--- src/rtl/bp_be_pkg.sv ---
// Backend types: the issue-status pre-decode record and the issue queue entry.
package bp_be_pkg;

    localparam int vaddr_width_gp = 39;
    localparam int instr_width_gp = 32;

    typedef struct packed {
        logic [4:0] rs1_addr;
        logic [4:0] rs2_addr;
        logic [4:0] rs3_addr;
        logic       irs1_v;
        logic       irs2_v;
        logic       frs1_v;
        logic       frs2_v;
        logic       frs3_v;
        logic       fence_v;
        logic       mem_v;
        logic       csr_v;
        logic       long_v;
    } bp_be_isd_status_s;

    typedef struct packed {
        logic [vaddr_width_gp-1:0] pc;
        logic [instr_width_gp-1:0] instr;
        bp_be_isd_status_s         isd_status;
    } bp_be_issue_queue_entry_s;

endpackage

--- src/rtl/bp_common_rv64_pkg.sv ---
// RV64 opcode and function-field constants used by the backend pre-decoder.
// Opcodes are given as instr[6:2]; the low two bits are always 2'b11 for RV64.
package bp_common_rv64_pkg;

    localparam logic [4:0] rv64_load_op      = 5'b00000;
    localparam logic [4:0] rv64_load_fp_op   = 5'b00001;
    localparam logic [4:0] rv64_misc_mem_op  = 5'b00011;
    localparam logic [4:0] rv64_op_imm_op    = 5'b00100;
    localparam logic [4:0] rv64_op_imm_32_op = 5'b00110;
    localparam logic [4:0] rv64_store_op     = 5'b01000;
    localparam logic [4:0] rv64_store_fp_op  = 5'b01001;
    localparam logic [4:0] rv64_amo_op       = 5'b01011;
    localparam logic [4:0] rv64_op_op        = 5'b01100;
    localparam logic [4:0] rv64_op_32_op     = 5'b01110;
    localparam logic [4:0] rv64_fmadd_op     = 5'b10000;
    localparam logic [4:0] rv64_fmsub_op     = 5'b10001;
    localparam logic [4:0] rv64_fnmsub_op    = 5'b10010;
    localparam logic [4:0] rv64_fnmadd_op    = 5'b10011;
    localparam logic [4:0] rv64_op_fp_op     = 5'b10100;
    localparam logic [4:0] rv64_branch_op    = 5'b11000;
    localparam logic [4:0] rv64_jalr_op      = 5'b11001;
    localparam logic [4:0] rv64_system_op    = 5'b11100;

    // M-extension funct7 shared by mul/div/rem
    localparam logic [6:0] rv64_funct7_muldiv = 7'b0000001;

    // OP-FP funct5 values that matter for operand and latency classification
    localparam logic [4:0] rv64_fp_fadd   = 5'b00000;
    localparam logic [4:0] rv64_fp_fsub   = 5'b00001;
    localparam logic [4:0] rv64_fp_fmul   = 5'b00010;
    localparam logic [4:0] rv64_fp_fdiv   = 5'b00011;
    localparam logic [4:0] rv64_fp_fsgnj  = 5'b00100;
    localparam logic [4:0] rv64_fp_fminmax= 5'b00101;
    localparam logic [4:0] rv64_fp_fsqrt  = 5'b01011;
    localparam logic [4:0] rv64_fp_fcmp   = 5'b10100;
    localparam logic [4:0] rv64_fp_fcvt_i2f = 5'b11010;
    localparam logic [4:0] rv64_fp_fmv_x2f  = 5'b11110;

endpackage

--- src/rtl/bp_be_instr_predecode.sv ---
// Combinational pre-decode of one RV64 instruction into register-dependency
// and hazard-class flags consumed by the hazard detector.
module bp_be_instr_predecode
    import bp_common_rv64_pkg::*;
    import bp_be_pkg::*;
(
    input  logic [31:0]       instr_i,
    output bp_be_isd_status_s isd_status_o
);

    logic [4:0] opcode;
    logic [2:0] funct3;
    logic [6:0] funct7;
    logic [4:0] funct5;
    logic       unused_bits;

    assign opcode      = instr_i[6:2];
    assign funct3      = instr_i[14:12];
    assign funct7      = instr_i[31:25];
    assign funct5      = instr_i[31:27];
    assign unused_bits = ^{instr_i[11:7], instr_i[1:0]};

    // Classify the opcode; register addresses are extracted unconditionally
    always_comb begin
        isd_status_o          = '0;
        isd_status_o.rs1_addr = instr_i[19:15];
        isd_status_o.rs2_addr = instr_i[24:20];
        isd_status_o.rs3_addr = instr_i[31:27];
        case (opcode)
            rv64_op_op, rv64_op_32_op: begin
                isd_status_o.irs1_v = 1'b1;
                isd_status_o.irs2_v = 1'b1;
                isd_status_o.long_v = (funct7 == rv64_funct7_muldiv) && funct3[2];
            end
            rv64_op_imm_op, rv64_op_imm_32_op, rv64_jalr_op: begin
                isd_status_o.irs1_v = 1'b1;
            end
            rv64_load_op: begin
                isd_status_o.irs1_v = 1'b1;
                isd_status_o.mem_v  = 1'b1;
            end
            rv64_store_op, rv64_amo_op: begin
                isd_status_o.irs1_v = 1'b1;
                isd_status_o.irs2_v = 1'b1;
                isd_status_o.mem_v  = 1'b1;
            end
            rv64_branch_op: begin
                isd_status_o.irs1_v = 1'b1;
                isd_status_o.irs2_v = 1'b1;
            end
            rv64_load_fp_op: begin
                isd_status_o.irs1_v = 1'b1;
                isd_status_o.mem_v  = 1'b1;
            end
            rv64_store_fp_op: begin
                isd_status_o.irs1_v = 1'b1;
                isd_status_o.frs2_v = 1'b1;
                isd_status_o.mem_v  = 1'b1;
            end
            rv64_fmadd_op, rv64_fmsub_op, rv64_fnmsub_op, rv64_fnmadd_op: begin
                isd_status_o.frs1_v = 1'b1;
                isd_status_o.frs2_v = 1'b1;
                isd_status_o.frs3_v = 1'b1;
            end
            rv64_op_fp_op: begin
                isd_status_o.frs1_v = !(funct5 inside {rv64_fp_fcvt_i2f, rv64_fp_fmv_x2f});
                isd_status_o.frs2_v = funct5 inside {rv64_fp_fadd, rv64_fp_fsub, rv64_fp_fmul,
                                                     rv64_fp_fdiv, rv64_fp_fsgnj, rv64_fp_fminmax,
                                                     rv64_fp_fcmp};
                isd_status_o.long_v = funct5 inside {rv64_fp_fdiv, rv64_fp_fsqrt};
            end
            rv64_misc_mem_op: begin
                isd_status_o.fence_v = 1'b1;
            end
            rv64_system_op: begin
                isd_status_o.csr_v  = 1'b1;
                isd_status_o.irs1_v = (funct3 != 3'b000) && !funct3[2];
            end
            default: ;
        endcase
    end

endmodule

--- src/rtl/bp_be_issue_queue.sv ---
// Circular issue buffer between fetch and the backend hazard checker.
// Instructions are pre-decoded on enqueue; the head entry is the issue status.
// Optional feature macro: BP_BE_ISSUE_QUEUE_BYPASS_EN (same-cycle empty bypass).
module bp_be_issue_queue
    import bp_be_pkg::*;
#(
    parameter int vaddr_width_p = vaddr_width_gp,
    parameter int instr_width_p = instr_width_gp,
    parameter int els_p         = 8
)(
    input  logic                     clk_i,
    input  logic                     reset_n_i,
    input  logic                     fe_v_i,
    input  logic [vaddr_width_p-1:0] fe_pc_i,
    input  logic [instr_width_p-1:0] fe_instr_i,
    output logic                     fe_ready_o,
    output logic                     issue_v_o,
    output logic [vaddr_width_p-1:0] issue_pc_o,
    output logic [instr_width_p-1:0] issue_instr_o,
    output bp_be_isd_status_s        isd_status_o,
    input  logic                     deq_i,
    input  logic                     clear_i,
    output logic                     empty_o,
    output logic                     full_o
);

    localparam int ptr_w = $clog2(els_p);
    localparam int cnt_w = ptr_w + 1;
    localparam logic [cnt_w-1:0] full_count = cnt_w'(els_p);

    bp_be_issue_queue_entry_s mem_r [els_p];
    bp_be_issue_queue_entry_s enq_entry;
    bp_be_issue_queue_entry_s head_entry;
    bp_be_isd_status_s        enq_status;

    logic [ptr_w-1:0] rptr_r, wptr_r;
    logic [cnt_w-1:0] count_r, count_n;
    logic             full_r, empty_r;
    logic             enq_v, deq_v, bypass_v;

    bp_be_instr_predecode predecode (
        .instr_i      (fe_instr_i[31:0]),
        .isd_status_o (enq_status)
    );

    assign enq_entry = '{pc: fe_pc_i, instr: fe_instr_i, isd_status: enq_status};

`ifdef BP_BE_ISSUE_QUEUE_BYPASS_EN
    assign bypass_v = empty_r & fe_v_i & ~clear_i;
`else
    assign bypass_v = 1'b0;
`endif

    assign fe_ready_o = ~full_r;
    assign full_o     = full_r;
    assign empty_o    = empty_r;
    assign issue_v_o  = ~empty_r | bypass_v;
    assign enq_v      = fe_v_i & ~full_r & ~clear_i;
    assign deq_v      = deq_i & issue_v_o & ~clear_i;

    // Next occupancy: a simultaneous enqueue and dequeue leaves it unchanged
    always_comb begin
        count_n = count_r;
        case ({enq_v, deq_v})
            2'b10:   count_n = count_r + 1'b1;
            2'b01:   count_n = count_r - 1'b1;
            default: count_n = count_r;
        endcase
    end

    // Pointer, occupancy and status flags; reset and clear both empty the queue
    always_ff @(posedge clk_i) begin
        if (!reset_n_i || clear_i) begin
            rptr_r  <= '0;
            wptr_r  <= '0;
            count_r <= '0;
            full_r  <= 1'b0;
            empty_r <= 1'b1;
        end else begin
            if (enq_v) wptr_r <= wptr_r + 1'b1;
            if (deq_v) rptr_r <= rptr_r + 1'b1;
            count_r <= count_n;
            full_r  <= (count_n == full_count);
            empty_r <= (count_n == '0);
        end
    end

    // Entry storage; contents need no reset because occupancy gates them
    always_ff @(posedge clk_i) begin
        if (enq_v) mem_r[wptr_r] <= enq_entry;
    end

    // Head presentation, with the fetch packet forwarded when bypassing
    always_comb begin
        head_entry = mem_r[rptr_r];
        if (bypass_v) head_entry = enq_entry;
        issue_pc_o    = head_entry.pc;
        issue_instr_o = head_entry.instr;
        isd_status_o  = head_entry.isd_status;
        if (!issue_v_o) begin
            isd_status_o.irs1_v  = 1'b0;
            isd_status_o.irs2_v  = 1'b0;
            isd_status_o.frs1_v  = 1'b0;
            isd_status_o.frs2_v  = 1'b0;
            isd_status_o.frs3_v  = 1'b0;
            isd_status_o.fence_v = 1'b0;
            isd_status_o.mem_v   = 1'b0;
            isd_status_o.csr_v   = 1'b0;
            isd_status_o.long_v  = 1'b0;
        end
    end

endmodule

--- config.mk ---
export PLATFORM = sky130hd
export DESIGN_NAME = bp_be_issue_queue
export DESIGN_NICKNAME = d
export VERILOG_FILES = /design/src/rtl/bp_be_pkg.sv /design/src/rtl/bp_common_rv64_pkg.sv /design/src/rtl/bp_be_instr_predecode.sv /design/src/rtl/bp_be_issue_queue.sv
export SDC_FILE = /design/constraint.sdc
export NUM_CORES = 1
export LEC_CHECK = 0
export CAP_MARGIN = 25
export CORE_ASPECT_RATIO = 2
export CORE_MARGIN = 2
export CORE_UTILIZATION = 55
export CTS_BUF_LIST = sky130_fd_sc_hd__clkbuf_4 sky130_fd_sc_hd__clkbuf_8
export DETAILED_ROUTE_END_ITERATION = 6
export GPL_ROUTABILITY_DRIVEN = 0
export PLACE_DENSITY = 0.84
export SYNTH_ARGS = -nofsm -noshare
export SYNTH_HDL_FRONTEND = slang
export SYNTH_SLANG_ARGS = --single-unit
--- constraint.sdc ---
create_clock -name clk_i -period 8.35 [get_ports clk_i]
set_input_delay 1.2525 -clock clk_i [delete_from_list [all_inputs] [get_ports clk_i]]
set_output_delay 1.2525 -clock clk_i [all_outputs]
set_load 0.03 [all_outputs]
# ---- Word-level counts from Yosys, hierarchy flattened
# Memory sizes are Yosys's and may differ from the RTL's. A register that Yosys moved wholly into a read port is not among the register bits.
# Index checks and enable logic that the tools add are counted.
dict set report totals {
  memories 1
  mem_bits_rw 760
  regBits 12
  output_inout_bits 99
}
# memory depth word_bits read_ports rd_clocked_by_memory_dff write_ports line
set memory_table {}
lappend memory_table {mem_r 8 95 1 1 1 bp_be_issue_queue.sv:31} ;# bp_be_issue_queue_entry_s mem_r [els_p];
dict set report classes {
  muxes 15
  eq_ne 30
  reduce_logical 19
  bitwise 7
  addsub 4
}
# cell n
set ops {}
lappend ops {{$eq 5x5->1 const B} 11}
lappend ops {{$eq 5x4->1 const B} 6}
lappend ops {{$eq 5x3->1 const B} 4}
lappend ops {{$eq 5x2->1 const B} 3}
lappend ops {{$reduce_or 5->1} 3}
lappend ops {{$reduce_or 11->1} 1}
lappend ops {{$eq 5x1->1 const B} 2}
lappend ops {{$logic_not 5->1} 2}
lappend ops {{$mux 9} 1}
lappend ops {{$pmux 1 s2} 4}
lappend ops {{$pmux 4 s2} 1}
lappend ops {{$eq 7x1->1 const B} 1}
lappend ops {{$mux 1} 7}
lappend ops {{$reduce_bool 7->1} 1}
lappend ops {{$add 3x1->3 const B} 2}
lappend ops {{$mux 3} 2}
lappend ops {{$add 4x1->4 const B} 1}
lappend ops {{$and 1x1->1} 4}
lappend ops {{$eq 4x4->1 const B} 1}
lappend ops {{$logic_not 4->1} 1}
lappend ops {{$reduce_bool 2->1} 2}
lappend ops {{$reduce_or 4->1} 1}
lappend ops {{$sub 4x1->4 const B} 1}
lappend ops {{$logic_not 1->1} 3}
lappend ops {{7 further kinds} 10}

# ---- Depth between registers and ports, before layout
# Gate-level depths: netlist (run 1).
dict set report depth {
  ltp_word 6
  mapped_depth 9
  ltp_nobuf 9
}

# ---- By module
# A second synthesis (run 1) with hierarchy kept.
dict set report unflattened {
  cells_unflattened 1246
  area_unflattened_um2 30026.3
}
# module instances seq_area_each_um2 area_per_inst_um2 cells_per_inst
set by_module_without_submodules {}
lappend by_module_without_submodules {bp_be_issue_queue 1 23122.2 29681.0 1197}
lappend by_module_without_submodules {bp_be_instr_predecode 1 0.0 345.3 49}

# ---- Least setup slack after synthesis (run 1)
# OpenSTA, ideal clock, no wires.
dict set report synth_timing {
  path_kind {input-to-reg}
  start {in fe_v_i}
  end {mem mem_r[1][0] (netlist bit), enable pin}
  setup_time_ns 0.617
  cell_stages 3
  t_arrival_ns 7.298
  setup_slack_ns 0.435
  t_required_ns 7.733
  path_cell_list {nor3b_1 > nand2_1 > nor3_1}
}
dict set report synth_via {
  elab_chain_len 4
}
# element line
set synth_rtl {}
lappend synth_rtl {{start, declared} bp_be_issue_queue.sv:13} ;# input logic fe_v_i,
lappend synth_rtl {{$and 1x1->1 (2 in a row)} bp_be_issue_queue.sv:58} ;# assign enq_v = fe_v_i & ~full_r & ~clear_i;
lappend synth_rtl {{$mux 1} bp_be_issue_queue.sv:90} ;# if (enq_v) mem_r[wptr_r] <= enq_entry;
lappend synth_rtl {{$mux 1 (implied by the code)} bp_be_issue_queue.sv:90}
lappend synth_rtl {{end, declared} bp_be_issue_queue.sv:31}
# No other way between the ends.

==> out/results.ini, run 1 <==
[power_and_ir_drop]
p_leak_nw=9.01
power_density_nw_per_um2=217
ir_drop_uv=110

[clock_tree]
clk_latency_ps=660
cts-root-buf=clkbuf_8
hold_buffers=0
cts_buffers=85
clkTransAtPathRegs_ps=70
post_cts_buffers=0
cts-htree-levels=3
clockBufferDepth=3
cts_tree=yes
postCtsResizedCells=0
cts.sink_count=655

[synthesis]
yosys_warnings=0
netlist_area_um2=25100
synth_area_leaders=edfxtp_1 (77%), mux4_2 (14%), mux2_2 (3.2%)
ys_types=39
ys_ff_latch=655
syn_nets=1154
synth_top_cell_by_area=edfxtp_1
avgSynthCellArea_um2=23.4
ys_seq_area_share_pct=77.8
synth_top_area_share_pct=76.6
synth_cells=1073

[routing]
ant_nets=0
drt_first_iter_violations=919
remaining_drc_errors=0
post_drt_wl_per_cell_um=25.7
routed_wl_um=49300
avgViaCountPerCell=6.02
drt-pass1-iter-count=5
num_vias=11600

[final_layout]
fillers=2714
area_growth_pct=16.2
utilization_pct=64.8
final_nets=1372
multi_input_area_um2=5220
register_area_um2=19500
drive_above_1_share_pct=29.6

[die]
core_um2=45000
start_util_pct=55.8
rows=110
chipWidth_um=155
die_y_um=306
ios=175
die-area_um2=47500

[timing]
rsz0062_at_grt=no
finalHoldViolations=0
finalSetupViolCount=0
fin_skew_ps=36.1
relSlewSlack_pct=33.3
finalCritPeriodShare_pct=60.6
period_needed_ps=5060
slew_violations=0
tns_ps=0
tightest_slew_ps=1000
fmax_mhz=198

[outcome]
status=finished, final reports clean

[setup_path]
worst-path-max-fanout=68
end_kind=primary output
cp_data_arrival_time_ps=3810
required_ps=7100
crit_path_start_kind=register
crit_type=register to primary output

[placed_design]
port_buffers=174
hpwlAfterDp_um=27600

[job]
max_cap_viol_count=0

[global_route]
grt_antenna_before_repair=3
grt_util_all_layers_pct=21.4
grt_pass1_vias=12400
grt_max_degree=97
grt_overflow=0
grt_pass1_wl_um=74400

[worst_hold_path]
hold_class=register to register

## routing by layer
layer / routed length, um / global-route usage, % / up-vias
met5: 10 / 0 / -
met4: 1280 / 7.71 / 2
met3: 2930 / 4.38 / 91
met2: 26600 / 38.1 / 446
met1: 18400 / 25.9 / 6088
li1: - / - / 4944
## metrics by stage
step | hold slack, ps | setup WS [ps] | power [W] | std cells | instance area (um^2)
2_1_floorplan | 476 | 435 | 0.00384 | 1073 | 25100
3_3_place_gp | 489 | 3690 | 0.00397 | 1764 | 27400
3_5_place_dp | 519 | 3730 | 0.00398 | 1764 | 27400
4_1_cts | 540 | 3160 | 0.00637 | 1919 | 29200
5_1_grt | 565 | 3000 | 0.00652 | 1921 | 29200
6_report | 544 | 3290 | 0.00632 | 1921 | 29200
## cell type report
| cell class | count | area share [%] |
|---|---|---|
| timing repair buffer | 195 | 6.56 |
| antenna | 2 | 0.0172 |
| multi-input combinational | 349 | 17.9 |
| clock inverter | 41 | 1.21 |
| inverter | 5 | 0.0644 |
| sequential | 655 | 67.0 |
| clock buffer | 114 | 4.84 |
| tap | 560 | 2.40 |
## kinds of logic (layout without fill, tap and decap cells)
group	Yosys count	in the layout	synth area share, %
mux	245	245	18.1
buf+inv	69	355	1.65
other cells	0	2	0
fa+ha+maj	5	5	0.249
xor+xnor	7	7	0.244
flops	655	655	77.8
compound gates	21	21	0.533
simple gates	71	71	1.46
## where the power goes
group	total, W	switching [W]	internal (W)
Combinational	0.000263	0.000149	0.000114
Clock	0.00242	0.00112	0.00129
Sequential	0.00364	0.00000969	0.00363
## path summary, 6_finish.rpt
path | startpoint | end | slack (ps) | cells after the start
max | register | isd_status_o[3] | 3290 | 5
min | rptr_r[1] | rptr_r[1] | 540 | 2
max reg2reg | full_o | mem_r[1][64] | 5060 | 5
min reg2reg | rptr_r[1] | rptr_r[1] | 540 | 2
## registers in the layout (all words and copies together) (netlist names), named ones only
register and count:
count_r 4, full_o 1, wptr_r 3, rptr_r 3, mem_r 640, empty_o 1
## synthesized netlist by cell type
master and number:
a2111oi_0 1, a211o_1 1, a21boi_0 2, a21o_1 1, a21oi_1 5, a31oi_1 1
and3_1 1, and3b_1 1, and4b_1 1, buf_1 4, buf_2 16, buf_4 16
buf_6 10, clkbuf_1 18, dfxtp_1 15, edfxtp_1 640, ha_1 5, inv_1 5
mux2_2 72, mux2i_1 13, mux4_2 160, nand2_1 7, nand2b_1 7, nand3b_1 1
nand4_1 1, nand4b_1 1, nor2_1 29, nor2b_1 5, nor3_1 10, nor3b_1 5
o21a_1 2, o21ai_0 4, o21bai_1 1, o22ai_1 2, o31ai_1 1, or4b_2 1
or4bb_1 1, xnor2_1 1, xor2_1 6
## critical path: stages (launching register included)
cell,delay (ps)
dfxtp_4,780
buf_4,830
mux4_2,360
mux2i_1,80
nor2_1,220
clkdlybuf4s50_1,720
## cells in the final DEF, fill, tap and decap left out, types with 2 or more instances in the layout
cell / instances
o22ai_1: 2
a21boi_0: 2
diode_2: 2
nor2_1: 23
dfxtp_4: 3
inv_6: 2
buf_4: 20
clkinv_2: 10
a21oi_1: 5
edfxtp_1: 640
dfxtp_1: 12
nand2_1: 7
ha_1: 5
nor2_4: 6
clkinvlp_4: 4
bufinv_16: 6
nand2b_1: 7
mux4_2: 160
mux2_2: 72
nor2b_1: 5
nor3_2: 2
mux2i_1: 13
clkbuf_8: 89
clkdlybuf4s50_1: 174
nor3b_1: 5
nor3_1: 8
o21ai_0: 4
inv_1: 5
clkbuf_4: 25
xor2_1: 6
clkinv_1: 18
o21a_1: 2
No activity file was read; power rests on OpenSTA's default activity.
==> run 2: changes to the inputs <==
Settings changed: CORE_UTILIZATION 55 to 61, PLACE_DENSITY 0.84 to 0.88.
Clock period 8.35 ns to 4.8 ns, I/O delays scaled along.
==> out/results.ini, run 2 (same netlist as run 1, synthesis figures left out) <==
[outcome]
status=finished, final reports clean

[placed_design]
port_buffers=174  ; unchanged
dpl.cell_count=1749  ; -0.85%
dp_slack_ps=1120  ; -2620 ps
hpwlAfterDp_um=28800  ; +4.3%

[final_layout]
drive_above_1_share_pct=29.7  ; +0.095 points
area_growth_pct=17.6
multi_input_area_um2=5240  ; +0.24%
layout.cells.non_filler=1896  ; -1.3%
largest_register_ffs=640  ; unchanged
register_area_um2=19500  ; unchanged
final_nets=1379  ; +0.51%
mostFrequentLayoutCell=edfxtp_1
final_cell_mix=edfxtp_1 (640), clkdlybuf4s50_1 (174), mux4_2 (160)
fillers=2158  ; -20%
reg_top3=mem_r (640), count_r (4)
top_register=mem_r

[timing]
finalHoldViolations=0  ; unchanged
fmax_mhz=240
period_needed_ps=4160
rsz0062_at_grt=no
tightest_slew_ps=890  ; -110 ps
fin_skew_ps=17.1  ; -19.0 ps
slew_violations=0  ; unchanged
whs_ps=540  ; -3.37 ps
tns_ps=0  ; unchanged
finalCritPeriodShare_pct=86.7
worst_slack_ps=638  ; -2650 ps
finalSetupViolCount=0  ; unchanged
relSlewSlack_pct=40.7  ; +7.4 points

[power_and_ir_drop]
power_density_nw_per_um2=377  ; +74%
ir_drop_uv=372  ; +240%
finalPower_w=0.0111  ; +76%
p_leak_nw=9.13  ; +1.3%

[die]
die_y_um=291  ; -5.0%
start_util_pct=61.4  ; +5.7 points
core_um2=40900  ; -9.2%
chipWidth_um=147  ; -4.9%
ios=175  ; unchanged
die-area_um2=42900  ; -9.6%
rows=105  ; -4.5%

[clock_tree]
cts-htree-levels=3  ; unchanged
postCtsResizedCells=0  ; unchanged
cts_tree=yes
clockBufferDepth=3  ; unchanged
clk_latency_ps=620  ; -40 ps
cts.sink_count=655  ; unchanged
cts-root-buf=clkbuf_8
hold_buffers=0  ; unchanged
post_cts_buffers=0  ; unchanged
clkTransAtPathRegs_ps=70  ; about the same
cts_buffers=82  ; -3.5%

[setup_path]
critical_path.slowest_cell=dfxtp_4
crit_type=register to primary output
cpLargestDelayFamily=buffers and inverters
cp_data_arrival_time_ps=3440  ; -370 ps
worst-path-max-fanout=31  ; -54%
crit_path_start_kind=register
r2r_setup_slack_ps=1890  ; -3170 ps
worst-path-buf-inv=2  ; unchanged
end_kind=primary output
max_stage_delay_ps=780  ; -50 ps
required_ps=4080  ; -3020 ps
path_cells=buf_4 > mux4_2 > mux2_2 > clkdlybuf4s50_1

[routing]
remaining_drc_errors=0  ; unchanged
num_vias=11700  ; +0.71%
post_drt_wl_per_cell_um=26.3  ; +2.5%
ant_nets=0  ; unchanged
drt_first_iter_violations=893  ; -2.8%
drt-pass1-iter-count=6  ; +1
avgViaCountPerCell=6.15  ; +2.0%
routed_wl_um=49900  ; +1.2%

[global_route]
grt_max_degree=81  ; -16%
grt_pass1_wl_um=74900  ; +0.70%
grt_overflow=0  ; unchanged
grt_util_all_layers_pct=23.8  ; +2.4 points
grt_antenna_before_repair=3  ; unchanged
grt_pass1_vias=12500  ; +0.79%

[job]
max_cap_viol_count=0  ; unchanged

[worst_hold_path]
hold_class=register to register

==> run 2: metrics by stage <==
| step | utilization [%] | cell area (um^2) |
|---|---|---|
| CTS | 72.2 | 29500 |
| global route | 72.2 | 29500 |
| floorplan | - | 25100 |
| detailed placement | 67.8 | 27700 |
| finish | 72.2 | 29500 |
| global placement | 67.8 | 27700 |
==> run 2: final cells by class <==
| type | instances | share of cell area (%) |
|---|---|---|
| flip-flops and latches | 655 | 66.2 |
| multi-input cells | 349 | 17.7 |
| repair buffers | 205 | 7.62 |
| clock buffers | 97 | 4.33 |
| well taps | 535 | 2.27 |
| clock inverters | 47 | 1.76 |
| inverters | 5 | 0.0636 |
| diodes | 3 | 0.0254 |
==> run 2: worst paths after layout <==
kind                                 from  depth (start not counted)          endpoint
worst min-delay path            rptr_r[2]                          2         rptr_r[2]
worst min register to register  rptr_r[2]                          2         rptr_r[2]
worst max-delay path             register                          4  isd_status_o[12]
worst max register to register     full_o                          9           empty_o
==> run 2: power breakdown <==
| part | internal, W | leakage [nW] | switching [W] |
|---|---|---|---|
| combinational | 0.000207 | 2.26 | 0.000265 |
| sequential | 0.00632 | 5.93 | 0.0000168 |
| clock | 0.00242 | 0.936 | 0.00190 |
| total | 0.00894 | 9.13 | 0.00218 |
==> run 2: per-layer routing <==
metal	part of all wire (%)	up-vias	track usage (%)
met5	0	-	0
met4	2.6	0	8.91
met3	5.9	75	3.79
met2	55	489	42.0
met1	37	6128	30.1
li1	-	4961	-
==> run 2: worst min-delay path, delay by kind of cell, from the launching register on <==
kind	cells	cell delay, ps
AND/OR/NAND/NOR	1	100
flip-flops	1	330
XOR/XNOR	1	60
